**src/rtl/latch_bank_ctrl_pkg.sv**
```systemverilog
// Shared types and default sizing for the latch bank write controller.
// Holds the controller state encoding and the phase-count defaults.
package latch_ctrl_pkg;

  typedef enum logic [2:0] {
    ST_IDLE  = 3'd0,
    ST_SETUP = 3'd1,
    ST_PULSE = 3'd2,
    ST_HOLD  = 3'd3,
    ST_DONE  = 3'd4
  } state_e;

  localparam int DEF_DW        = 8;
  localparam int DEF_NWORD     = 8;
  localparam int DEF_SETUP_CYC = 1;
  localparam int DEF_PULSE_CYC = 2;
  localparam int DEF_HOLD_CYC  = 1;

  function automatic int max3(input int a, input int b, input int c);
    int m;
    m = (a > b) ? a : b;
    return (m > c) ? m : c;
  endfunction

endpackage

```
**src/rtl/latch_bank_ctrl_if.sv**
```systemverilog
// Two requester write ports plus the latch-bank drive bus.
// master = requester/bench side, slave = controller side.
interface latch_bank_ctrl_if #(
  parameter int DW    = latch_ctrl_pkg::DEF_DW,
  parameter int NWORD = latch_ctrl_pkg::DEF_NWORD
);
  localparam int AW = (NWORD > 1) ? $clog2(NWORD) : 1;

  logic             req_a;
  logic [AW-1:0]    addr_a;
  logic [DW-1:0]    data_a;
  logic             ack_a;
  logic             req_b;
  logic [AW-1:0]    addr_b;
  logic [DW-1:0]    data_b;
  logic             ack_b;
  logic [NWORD-1:0] lat_en;
  logic [DW-1:0]    lat_d;
  logic             busy;

  modport master (
    output req_a, addr_a, data_a, req_b, addr_b, data_b,
    input  ack_a, ack_b, lat_en, lat_d, busy
  );

  modport slave (
    input  req_a, addr_a, data_a, req_b, addr_b, data_b,
    output ack_a, ack_b, lat_en, lat_d, busy
  );

endinterface

```
**src/rtl/latch_bank_ctrl_rr_arb2.sv**
```systemverilog
// Two-way round-robin arbiter; combinational grant, pointer updates on a taken grant.
// Pointer favours A out of reset and moves to the loser after every grant.
module rr_arb2 (
  input  logic       clk,
  input  logic       rst_n,
  input  logic [1:0] req_i,
  input  logic       adv_i,
  output logic       gnt_vld_o,
  output logic [1:0] gnt_oh_o
);

  logic ptr_q;
  logic ptr_d;
  logic gnt_idx;

  // ptr_q = 1 means B wins a tie; a lone request always wins
  always_comb begin
    gnt_idx   = req_i[1] & (~req_i[0] | ptr_q);
    gnt_vld_o = |req_i;
    gnt_oh_o  = gnt_vld_o ? (gnt_idx ? 2'b10 : 2'b01) : 2'b00;
    ptr_d     = (adv_i && gnt_vld_o) ? ~gnt_idx : ptr_q;
  end

  always_ff @(posedge clk or negedge rst_n) begin
    if (!rst_n) begin
      ptr_q <= 1'b0;
    end else begin
      ptr_q <= ptr_d;
    end
  end

endmodule

```
**src/rtl/latch_bank_ctrl.sv**
```systemverilog
// Writes one latch word per grant: setup, enable pulse, hold, then 4-phase ack.
// Requests are sampled only in IDLE; a waiting requester sees ack low until served.
module latch_bank_ctrl #(
  parameter int DW        = latch_ctrl_pkg::DEF_DW,
  parameter int NWORD     = latch_ctrl_pkg::DEF_NWORD,
  parameter int SETUP_CYC = latch_ctrl_pkg::DEF_SETUP_CYC,
  parameter int PULSE_CYC = latch_ctrl_pkg::DEF_PULSE_CYC,
  parameter int HOLD_CYC  = latch_ctrl_pkg::DEF_HOLD_CYC
) (
  input logic             CLK,
  input logic             RN,
  latch_bank_ctrl_if.slave bus
);
  import latch_ctrl_pkg::*;

  localparam int AW = (NWORD > 1) ? $clog2(NWORD) : 1;
  localparam int CW = $clog2(max3(SETUP_CYC, PULSE_CYC, HOLD_CYC) + 1);

  typedef logic [CW-1:0] cnt_t;

  localparam cnt_t SETUP_LD = cnt_t'(SETUP_CYC - 1);
  localparam cnt_t PULSE_LD = cnt_t'(PULSE_CYC - 1);
  localparam cnt_t HOLD_LD  = cnt_t'(HOLD_CYC - 1);

  state_e           state_q;
  cnt_t             cnt_q;
  logic [1:0]       gnt_q;
  logic [AW-1:0]    addr_q;
  logic [DW-1:0]    lat_d_q;
  logic [NWORD-1:0] lat_en_q;
  logic             ack_a_q;
  logic             ack_b_q;
  logic             busy_q;

  logic             arb_vld;
  logic [1:0]       arb_oh;
  logic [NWORD-1:0] dec;
  logic             gnt_req;

  rr_arb2 u_arb (
    .clk       (CLK),
    .rst_n     (RN),
    .req_i     ({bus.req_b, bus.req_a}),
    .adv_i     (state_q == ST_IDLE),
    .gnt_vld_o (arb_vld),
    .gnt_oh_o  (arb_oh)
  );

  always_comb begin
    dec         = '0;
    dec[addr_q] = 1'b1;
  end

  // Live req of whichever port owns the current write; used only for the ack handshake
  assign gnt_req = (gnt_q[0] & bus.req_a) | (gnt_q[1] & bus.req_b);

  always_ff @(posedge CLK or negedge RN) begin
    if (!RN) begin
      state_q  <= ST_IDLE;
      cnt_q    <= '0;
      gnt_q    <= 2'b00;
      addr_q   <= '0;
      lat_d_q  <= '0;
      lat_en_q <= '0;
      ack_a_q  <= 1'b0;
      ack_b_q  <= 1'b0;
      busy_q   <= 1'b0;
    end else begin
      case (state_q)
        ST_IDLE: begin
          if (arb_vld) begin
            gnt_q   <= arb_oh;
            addr_q  <= arb_oh[1] ? bus.addr_b : bus.addr_a;
            lat_d_q <= arb_oh[1] ? bus.data_b : bus.data_a;
            cnt_q   <= SETUP_LD;
            busy_q  <= 1'b1;
            state_q <= ST_SETUP;
          end
        end
        ST_SETUP: begin
          if (cnt_q == '0) begin
            lat_en_q <= dec;
            cnt_q    <= PULSE_LD;
            state_q  <= ST_PULSE;
          end else begin
            cnt_q <= cnt_q - 1'b1;
          end
        end
        ST_PULSE: begin
          if (cnt_q == '0) begin
            lat_en_q <= '0;
            cnt_q    <= HOLD_LD;
            state_q  <= ST_HOLD;
          end else begin
            cnt_q <= cnt_q - 1'b1;
          end
        end
        ST_HOLD: begin
          if (cnt_q == '0) begin
            ack_a_q <= gnt_q[0];
            ack_b_q <= gnt_q[1];
            state_q <= ST_DONE;
          end else begin
            cnt_q <= cnt_q - 1'b1;
          end
        end
        ST_DONE: begin
          // A req dropped early still gets exactly one ack cycle here
          if (!gnt_req) begin
            ack_a_q <= 1'b0;
            ack_b_q <= 1'b0;
            busy_q  <= 1'b0;
            state_q <= ST_IDLE;
          end
        end
        default: begin
          lat_en_q <= '0;
          ack_a_q  <= 1'b0;
          ack_b_q  <= 1'b0;
          busy_q   <= 1'b0;
          state_q  <= ST_IDLE;
        end
      endcase
    end
  end

  assign bus.lat_en = lat_en_q;
  assign bus.lat_d  = lat_d_q;
  assign bus.ack_a  = ack_a_q;
  assign bus.ack_b  = ack_b_q;
  assign bus.busy   = busy_q;

endmodule

```
**src/flat_wrapper.sv**
```systemverilog
// flat-port wrapper written by rule: the top's interface ports become plain ports
module latch_bank_ctrl_flat import latch_ctrl_pkg::*;
#(
  parameter int DW        = latch_ctrl_pkg::DEF_DW,
  parameter int NWORD     = latch_ctrl_pkg::DEF_NWORD,
  parameter int SETUP_CYC = latch_ctrl_pkg::DEF_SETUP_CYC,
  parameter int PULSE_CYC = latch_ctrl_pkg::DEF_PULSE_CYC,
  parameter int HOLD_CYC  = latch_ctrl_pkg::DEF_HOLD_CYC
)
  (CLK, RN, bus_req_a, bus_addr_a, bus_data_a, bus_req_b, bus_addr_b, bus_data_b, bus_ack_a, bus_ack_b, bus_lat_en, bus_lat_d, bus_busy);
  latch_bank_ctrl_if #(.DW(DW), .NWORD(NWORD)) bus_i ();
  input logic CLK;
  input logic RN;
  input wire logic [$bits(bus_i.req_a)-1:0] bus_req_a;
  input wire logic [$bits(bus_i.addr_a)-1:0] bus_addr_a;
  input wire logic [$bits(bus_i.data_a)-1:0] bus_data_a;
  input wire logic [$bits(bus_i.req_b)-1:0] bus_req_b;
  input wire logic [$bits(bus_i.addr_b)-1:0] bus_addr_b;
  input wire logic [$bits(bus_i.data_b)-1:0] bus_data_b;
  output wire logic [$bits(bus_i.ack_a)-1:0] bus_ack_a;
  output wire logic [$bits(bus_i.ack_b)-1:0] bus_ack_b;
  output wire logic [$bits(bus_i.lat_en)-1:0] bus_lat_en;
  output wire logic [$bits(bus_i.lat_d)-1:0] bus_lat_d;
  output wire logic [$bits(bus_i.busy)-1:0] bus_busy;
  assign bus_i.req_a = bus_req_a;
  assign bus_i.addr_a = bus_addr_a;
  assign bus_i.data_a = bus_data_a;
  assign bus_i.req_b = bus_req_b;
  assign bus_i.addr_b = bus_addr_b;
  assign bus_i.data_b = bus_data_b;
  assign bus_ack_a = bus_i.ack_a;
  assign bus_ack_b = bus_i.ack_b;
  assign bus_lat_en = bus_i.lat_en;
  assign bus_lat_d = bus_i.lat_d;
  assign bus_busy = bus_i.busy;
  latch_bank_ctrl #(.DW(DW), .NWORD(NWORD), .SETUP_CYC(SETUP_CYC), .PULSE_CYC(PULSE_CYC), .HOLD_CYC(HOLD_CYC)) u_core (.CLK(CLK), .RN(RN), .bus(bus_i));
endmodule
```
**config.mk**
```make
export PLATFORM = sky130hd
export DESIGN_NAME = latch_bank_ctrl_flat
export DESIGN_NICKNAME = d
export VERILOG_FILES = /design/src/rtl/latch_bank_ctrl_pkg.sv /design/src/rtl/latch_bank_ctrl_if.sv /design/src/rtl/latch_bank_ctrl_rr_arb2.sv /design/src/rtl/latch_bank_ctrl.sv /design/src/flat_wrapper.sv
export SDC_FILE = /design/constraint.sdc
export NUM_CORES = 1
export LEC_CHECK = 0
export BUFFER_PORTS_ARGS = -buffer_cell sky130_fd_sc_hd__buf_2
export CAP_MARGIN = 25
export CORE_MARGIN = 2
export CORE_UTILIZATION = 30
export CTS_BUF_LIST = sky130_fd_sc_hd__clkbuf_2
export CTS_CLUSTER_DIAMETER = 120
export DETAILED_ROUTE_END_ITERATION = 16
export GPL_ROUTABILITY_DRIVEN = 0
export PLACE_DENSITY = 0.58
export SYNTH_ARGS = -nofsm -noshare
export SYNTH_HDL_FRONTEND = slang
export SYNTH_SLANG_ARGS = --single-unit
```
**constraint.sdc**
```tcl
create_clock -name CLK -period 4.3 [get_ports CLK]
set_input_delay 0.215 -clock CLK [delete_from_list [all_inputs] [get_ports CLK]]
set_output_delay 0.215 -clock CLK [all_outputs]
set_load 0.03 [all_outputs]
```
==> reports/summary.json, run 1 <==
{
  "run_status": {"value": "finished clean"},
  "path_class": {"value": "reg2reg"},
  "clock_skew": {"value": 0.0227, "unit": "ns"},
  "drive_above_1_share": {"value": 0.374},
  "initial_core_util": {"value": 0.308},
  "placementRows": {"value": 26},
  "final_antenna_net_count": {"value": 0},
  "grt.overflow.total": {"value": 0},
  "firstDrtPassIters": {"value": 4},
  "final.setup.tns": {"value": 0, "unit": "ns"},
  "synth.distinct_cells": {"value": 38},
  "leakagePower": {"value": 0.945, "unit": "nW"},
  "io-pin-count": {"value": 45},
  "detailed_route_vias_per_instance": {"value": 4.85},
  "clk_pin_slew": {"value": 0.17, "unit": "ns"},
  "tightestPinTransition": {"value": 0.674, "unit": "ns"},
  "number_of_instances_in_the_synthesized_netlist": {"value": 128},
  "slowest_stage": {"value": "sky130_fd_sc_hd__o22a_1"},
  "synthesis.yosys.warnings": {"value": 0},
  "power_per_standard_cell_area": {"value": 754, "unit": "nW/um2"},
  "dieArea": {"value": 5810, "unit": "um2"},
  "critical_path.max_stage_delay": {"value": 0.46, "unit": "ns"},
  "ys_ff_latch": {"value": 30},
  "maximum_fanout_count_along_the_critical_path": {"value": 9},
  "cts_tree": {"value": "yes"},
  "clock_tree.buffer_depth": {"value": 2},
  "power_frac_seq": {"value": 0.392},
  "reg2reg_from": {"value": "u_core.cnt_q[0]"},
  "antenna_cells": {"value": 0},
  "synth.top_cell.area_share": {"value": 0.480},
  "hold_path_startpoint": {"value": "bus_addr_a[2]"},
  "report.final.slew_viol_count": {"value": 0},
  "most_repeated_cell_in_the_gate_level_netlist_after_synthesis": {"value": "sky130_fd_sc_hd__dfrtp_1"},
  "hold_buffers": {"value": 1},
  "routed-via-count": {"value": 1168},
  "wirelength": {"value": 3.13, "unit": "mm"},
  "first_global_vias": {"value": 1155},
  "ff_latch_area": {"value": 751, "unit": "um2"},
  "worst_path_cell_chain": {"value": "inv_1 > ha_1 > a21boi_1 > o22a_1 > mux2_4"},
  "totalPowerFinal": {"value": 0.00140, "unit": "W"},
  "post_synthesis_area_per_instance": {"value": 12.2, "unit": "um2"},
  "hold_viol_final": {"value": 0},
  "combPwrFrac": {"value": 0.510},
  "setup_repair_after_global_routing_missed_its_margin": {"value": "no"},
  "cellInternalPower": {"value": 0.000769, "unit": "W"},
  "fin_crit": {"value": 1.95, "unit": "ns"},
  "cts_repair_resize_count": {"value": 0},
  "cp_data_required_time": {"value": 4.56, "unit": "ns"},
  "floorplan.die.width": {"value": 76.2, "unit": "um"},
  "cp-end-kind": {"value": "flip-flop"},
  "die_y": {"value": 76.2, "unit": "um"},
  "syn-cell-area": {"value": 1560, "unit": "um2"},
  "ir_worst_vdd": {"value": 0.288, "unit": "mV"},
  "htree_num_levels": {"value": 2},
  "grt_start_max_net_pins": {"value": 31},
  "drcViolationCount": {"value": 0},
  "multi_input_area": {"value": 741, "unit": "um2"},
  "power.share.clock": {"value": 0.098},
  "regToRegSetupSlack": {"value": 2.35, "unit": "ns"},
  "placedInstanceArea": {"value": 1810, "unit": "um2"},
  "net_sw_frac": {"value": 0.450},
  "synthDominantAreaCellType": {"value": "sky130_fd_sc_hd__dfrtp_1"},
  "clock_tree_root_driver_cell": {"value": "sky130_fd_sc_hd__clkbuf_2"},
  "wire_per_inst": {"value": 13.0, "unit": "um"},
  "synth_sequential_area_ratio": {"value": 0.480},
  "post_cts_buffers": {"value": 0},
  "fp.coreArea": {"value": 5070, "unit": "um2"},
  "grt_first_pass_wirelength": {"value": 5.58, "unit": "mm"},
  "min-delay-path-class": {"value": "in2reg"},
  "timing.hold.worst_endpoint": {"value": "u_core.addr_q[2]"},
  "setup_viol_count_final": {"value": 0},
  "tightest_slew_margin_relative_to_the_limit": {"value": 0.551},
  "drv.max_cap_violation_count": {"value": 0},
  "clock.fmax": {"value": 512, "unit": "MHz"},
  "detailed_place_hpwl": {"value": 2.20, "unit": "mm"},
  "start_kind": {"value": "flip-flop"},
  "nets": {"value": 199},
  "synthTopCellsByArea": {"value": "sky130_fd_sc_hd__dfrtp_1, sky130_fd_sc_hd__mux2_4, sky130_fd_sc_hd__a221o_1, sky130_fd_sc_hd__a21boi_1, sky130_fd_sc_hd__and3b_1"},
  "areaGrowthSynthToFinish": {"value": 18.6, "unit": "%"},
  "grt_antenna_before_repair": {"value": 0},
  "switching_pwr": {"value": 0.000630, "unit": "W"},
  "final_cycle_utilization_of_the_critical_path": {"value": 0.454},
  "cts_buffers": {"value": 5},
  "yosys_most_used_dff": {"value": "sky130_fd_sc_hd__dfrtp_1"},
  "clock_latency_reported_for_the_late_side_of_the_worst_skew_pair": {"value": 0.37, "unit": "ns"},
  "postLayoutCellArea": {"value": 1860, "unit": "um2"},
  "detail_route.iter0.violations": {"value": 38},
  "ys_async_rst_share": {"value": 1.00},
  "critical-path-top-delay-family": {"value": "compound AO/OA/AOI/OAI gates"},
  "port_buffers": {"value": 44},
  "holdPathStages": {"value": 2},
  "synthTopCellsByCount": {"value": "sky130_fd_sc_hd__dfrtp_1, sky130_fd_sc_hd__a221o_1, sky130_fd_sc_hd__a21boi_1"},
  "groute.usage.overall": {"value": 0.117},
  "synth-edff-count": {"value": 0},
  "cp_num_buf_inv": {"value": 1},
  "tritoncts_num_sinks": {"value": 30},
  "nFillCells": {"value": 527},
  "crit_reg_reg_endpoint": {"value": "u_core.bus.lat_en[5]"},
  "arrival_time_of_the_worst_setup_path": {"value": 2.21, "unit": "ns"},
  "synth.net_count": {"value": 157},
  "reg2regPathDepth": {"value": 5}
}
placed cells by master (no fill, tap or decap):
master	n
sky130_fd_sc_hd__a311oi_1	1
sky130_fd_sc_hd__o22ai_1	3
sky130_fd_sc_hd__clkinv_1	1
sky130_fd_sc_hd__clkinv_2	1
sky130_fd_sc_hd__nor2_1	1
sky130_fd_sc_hd__and3b_1	5
sky130_fd_sc_hd__a21boi_1	9
sky130_fd_sc_hd__nor4_1	1
sky130_fd_sc_hd__or2_1	1
sky130_fd_sc_hd__ha_1	3
sky130_fd_sc_hd__mux2_4	8
sky130_fd_sc_hd__a21o_1	3
sky130_fd_sc_hd__nand2b_1	2
sky130_fd_sc_hd__o211ai_1	1
sky130_fd_sc_hd__buf_2	44
sky130_fd_sc_hd__a22oi_1	1
sky130_fd_sc_hd__xor2_1	2
sky130_fd_sc_hd__a221o_1	11
sky130_fd_sc_hd__nand3b_1	1
sky130_fd_sc_hd__nor3_1	1
sky130_fd_sc_hd__nand3_1	1
sky130_fd_sc_hd__and4bb_2	1
sky130_fd_sc_hd__a21oi_1	5
sky130_fd_sc_hd__o22a_1	1
sky130_fd_sc_hd__or3_1	1
sky130_fd_sc_hd__nor3b_1	2
sky130_fd_sc_hd__and3_1	2
sky130_fd_sc_hd__mux2i_1	4
sky130_fd_sc_hd__a221oi_1	1
sky130_fd_sc_hd__nor4b_2	1
sky130_fd_sc_hd__inv_1	2
sky130_fd_sc_hd__and3_4	2
sky130_fd_sc_hd__dfrtp_1	30
sky130_fd_sc_hd__a21boi_0	3
sky130_fd_sc_hd__o21ai_0	1
sky130_fd_sc_hd__clkbuf_2	6
sky130_fd_sc_hd__nand2_1	6
sky130_fd_sc_hd__nor3_4	1
sky130_fd_sc_hd__dlygate4sd3_1	1
cell families after synthesis:
logic type,count (synthesis),synth area share
buffers and inverters,12,0.0464
adder cells (fa/ha/maj),3,0.0240
AO/OA/AOI/OAI,40,0.200
AND/OR/NAND/NOR,29,0.136
XOR/XNOR,2,0.0112
flip-flops,30,0.480
multiplexers,12,0.102
how the worst max path moves through the flow:
stage | depth (start not counted) | endpoint | from | slack (ns)
after floorplan | 7 | u_core.bus.lat_en[0] | u_core.cnt_q[0] | 2.67
after global placement | 5 | u_core.bus.lat_en[4] | u_core.cnt_q[0] | 2.39
after detailed placement | 5 | u_core.bus.lat_en[5] | u_core.cnt_q[0] | 2.36
after CTS | 5 | u_core.bus.lat_en[5] | u_core.cnt_q[0] | 2.33
after global routing | 5 | u_core.bus.lat_en[0] | u_core.cnt_q[0] | 2.23
final | 5 | u_core.bus.lat_en[5] | u_core.cnt_q[0] | 2.35
flip-flops by register name, indices dropped and copies added, names as in the netlist:
signal,flops
u_core.bus.lat_d,8
u_core.bus.ack_a,1
u_core.u_arb.ptr_q,1
u_core.state_q,3
u_core.bus.lat_en,8
u_core.bus.ack_b,1
u_core.addr_q,3
u_core.gnt_q,2
u_core.bus.busy,1
u_core.cnt_q,2
final cells by class:
class / instances / share of cell area
clock buffer: 6 / 0.0162
timing repair buffer: 45 / 0.124
tap: 70 / 0.0472
inverter: 2 / 0.00405
multi-input combinational: 86 / 0.399
sequential: 30 / 0.405
clock inverter: 2 / 0.00472
power groups by stage:
stage               clock network [W]  logic, W  registers (W)
CTS                          0.000142  0.000724       0.000550
floorplan                           0  0.000521       0.000621
finish                       0.000137  0.000714       0.000549
global placement                    0  0.000717       0.000555
detailed placement                  0  0.000725       0.000553
global route                 0.000158  0.000791       0.000575
layer usage:
layer	wire (um)	up-vias	track usage
met1	1530	555	0.156
met3	222	6	0.0450
met4	52	0	0.0436
met5	0	-	0
met2	1330	40	0.173
li1	-	567	-
stage by stage:
step,worst slack [ns],instances,hold WS [ns],utilization
global route,2.23,241,0.0158,0.366
CTS,2.33,241,0.0399,0.366
global placement,2.39,232,0.294,0.356
floorplan,2.67,128,-0.0806,-
detailed placement,2.36,232,0.296,0.356
finish,2.35,241,0.0565,0.366
(Power assumes the default switching activity.)
==> inputs of run 2 (changes only) <==
Settings changed: PLACE_DENSITY 0.58 to 0.6.
Clock period 4.3 ns to 1.65 ns, I/O delays scaled along.
==> reports/summary.json, run 2 (same netlist as run 1, synthesis figures left out) <==
{
  "grt_antenna_before_repair": {"value": 0},
  "nFillCells": {"value": 505},
  "grt_first_pass_wirelength": {"value": 6.34, "unit": "mm"},
  "groute.usage.overall": {"value": 0.135},
  "leakagePower": {"value": 1.09, "unit": "nW"},
  "first_global_vias": {"value": 1352},
  "power_per_standard_cell_area": {"value": 1900, "unit": "nW/um2"},
  "die_y": {"value": 76.2, "unit": "um"},
  "firstDrtPassIters": {"value": 4},
  "critical-path-top-delay-family": {"value": "flip-flops"},
  "cp_num_buf_inv": {"value": 1},
  "detailed_route_vias_per_instance": {"value": 4.76},
  "setup_repair_after_global_routing_missed_its_margin": {"value": "no"},
  "areaGrowthSynthToFinish": {"value": 39.0, "unit": "%"},
  "worst_path_cell_chain": {"value": "nor3_4 > buf_4 > a21boi_0 > a221o_1"},
  "tritoncts_num_sinks": {"value": 30},
  "hold_viol_final": {"value": 0},
  "maximum_fanout_count_along_the_critical_path": {"value": 9},
  "htree_num_levels": {"value": 2},
  "cts_buffers": {"value": 5},
  "grt_start_max_net_pins": {"value": 31},
  "port_buffers": {"value": 44},
  "setup_viol_count_final": {"value": 0},
  "clock_latency_reported_for_the_late_side_of_the_worst_skew_pair": {"value": 0.35, "unit": "ns"},
  "slowest_stage": {"value": "sky130_fd_sc_hd__dfrtp_1"},
  "detailed_place_hpwl": {"value": 2.40, "unit": "mm"},
  "clk_pin_slew": {"value": 0.15, "unit": "ns"},
  "placedInstanceArea": {"value": 1880, "unit": "um2"},
  "post-route-util": {"value": 0.429},
  "initial_core_util": {"value": 0.308},
  "clock_skew": {"value": 0.0200, "unit": "ns"},
  "postLayoutCellArea": {"value": 2170, "unit": "um2"},
  "fin_crit": {"value": 1.55, "unit": "ns"},
  "path_class": {"value": "reg2reg"},
  "tightestPinTransition": {"value": 0.658, "unit": "ns"},
  "mostFrequentLayoutCell": {"value": "sky130_fd_sc_hd__buf_2"},
  "drive_above_1_share": {"value": 0.363},
  "drv.max_cap_violation_count": {"value": 0},
  "grt.overflow.total": {"value": 0},
  "final.setup.tns": {"value": 0, "unit": "ns"},
  "antenna_cells": {"value": 0},
  "report.final.slew_viol_count": {"value": 0},
  "clock_tree_root_driver_cell": {"value": "sky130_fd_sc_hd__clkbuf_2"},
  "clock.fmax": {"value": 644, "unit": "MHz"},
  "critical_path.max_stage_delay": {"value": 0.54, "unit": "ns"},
  "placementRows": {"value": 26},
  "min-delay-path-class": {"value": "in2reg"},
  "cp-end-kind": {"value": "flip-flop"},
  "cts_repair_resize_count": {"value": 0},
  "cp_data_required_time": {"value": 1.90, "unit": "ns"},
  "cts_tree": {"value": "yes"},
  "wire_per_inst": {"value": 13.5, "unit": "um"},
  "clock_tree.buffer_depth": {"value": 2},
  "start_kind": {"value": "flip-flop"},
  "routed-via-count": {"value": 1289},
  "post_cts_buffers": {"value": 0},
  "nets": {"value": 229},
  "tightest_slew_margin_relative_to_the_limit": {"value": 0.561},
  "floorplan.die.width": {"value": 76.2, "unit": "um"},
  "final_cycle_utilization_of_the_critical_path": {"value": 0.942},
  "ir_worst_vdd": {"value": 0.836, "unit": "mV"},
  "drcViolationCount": {"value": 0},
  "fp.coreArea": {"value": 5070, "unit": "um2"},
  "numPlacedInstances": {"value": 240},
  "arrival_time_of_the_worst_setup_path": {"value": 1.81, "unit": "ns"},
  "final_antenna_net_count": {"value": 0},
  "layout.cells.most_common_list": {"value": "sky130_fd_sc_hd__buf_2, sky130_fd_sc_hd__dfrtp_1, sky130_fd_sc_hd__dlygate4sd3_1"},
  "hold_slack": {"value": 0.202, "unit": "ns"},
  "detail_route.iter0.violations": {"value": 32},
  "run_status": {"value": "finished clean"},
  "io-pin-count": {"value": 45},
  "post_layout_nonfiller_instances": {"value": 271},
  "wirelength": {"value": 3.65, "unit": "mm"},
  "dieArea": {"value": 5810, "unit": "um2"}
}
-- run 2: routing by layer --
| layer | global-route usage | up-vias | wire length [um] |
|---|---|---|---|
| li1 | - | 629 | - |
| met1 | 0.170 | 614 | 1690 |
| met2 | 0.227 | 40 | 1750 |
| met3 | 0.0332 | 6 | 165 |
| met4 | 0.0491 | 0 | 48 |
| met5 | 0 | - | 0 |
-- run 2: final timing paths --
kind,startpoint,slack [ns],end,cells past startpoint
worst max-delay path,u_core.state_q[1],0.1,u_core.bus.lat_d[4],4
worst min-delay path,bus_req_b,0.20,u_core.cnt_q[1],4
worst max register to register,u_core.state_q[1],0.1,u_core.bus.lat_d[4],4
worst min register to register,u_core.u_arb.ptr_q,0.51,u_core.u_arb.ptr_q,1
max in group asynchronous,RN,0.95,u_core.cnt_q[0],2
min in group asynchronous,RN,0.27,u_core.state_q[0],2
-- run 2: stage by stage --
stage | setup WS, ns | power [W]
after floorplan | 0.0196 | 0.00298
after global placement | 0.109 | 0.00356
after detailed placement | 0.0836 | 0.00359
after CTS | 0.0832 | 0.00416
after global routing | 0.00729 | 0.00444
final | 0.0961 | 0.00413
-- run 2: worst reg2reg max path, stage by stage (launching register included) --
cell	delay [ns]
sky130_fd_sc_hd__dfrtp_1	0.54
sky130_fd_sc_hd__nor3_4	0.31
sky130_fd_sc_hd__buf_4	0.22
sky130_fd_sc_hd__a21boi_0	0.10
sky130_fd_sc_hd__a221o_1	0.29
-- run 2: power by group --
| part | total, W | internal (W) | switching, W |
|---|---|---|---|
| Combinational | 0.00228 | 0.00109 | 0.00119 |
| Clock | 0.000519 | 0.000271 | 0.000248 |
| Sequential | 0.00133 | 0.00105 | 0.000281 |
| Total | 0.00413 | 0.00241 | 0.00172 |
-- run 2: repair_timing --
item | 4_1_cts | 5_1_grt
hold endpoints to repair | 41 | 0
endpoints found under the setup margin | 0 | 0
hold buffers | 23 | 0
-- run 2: cell type report --
| cell class | count | area [um2] | share of cell area |
|---|---|---|---|
| clock buffer | 7 | 35.0 | 0.0161 |
| clock inverter | 1 | 30.0 | 0.0138 |
| inverter | 2 | 7.51 | 0.00345 |
| multi-input combinational | 86 | 741 | 0.341 |
| sequential | 30 | 751 | 0.345 |
| tap | 70 | 87.6 | 0.0403 |
| timing repair buffer | 75 | 523 | 0.241 |
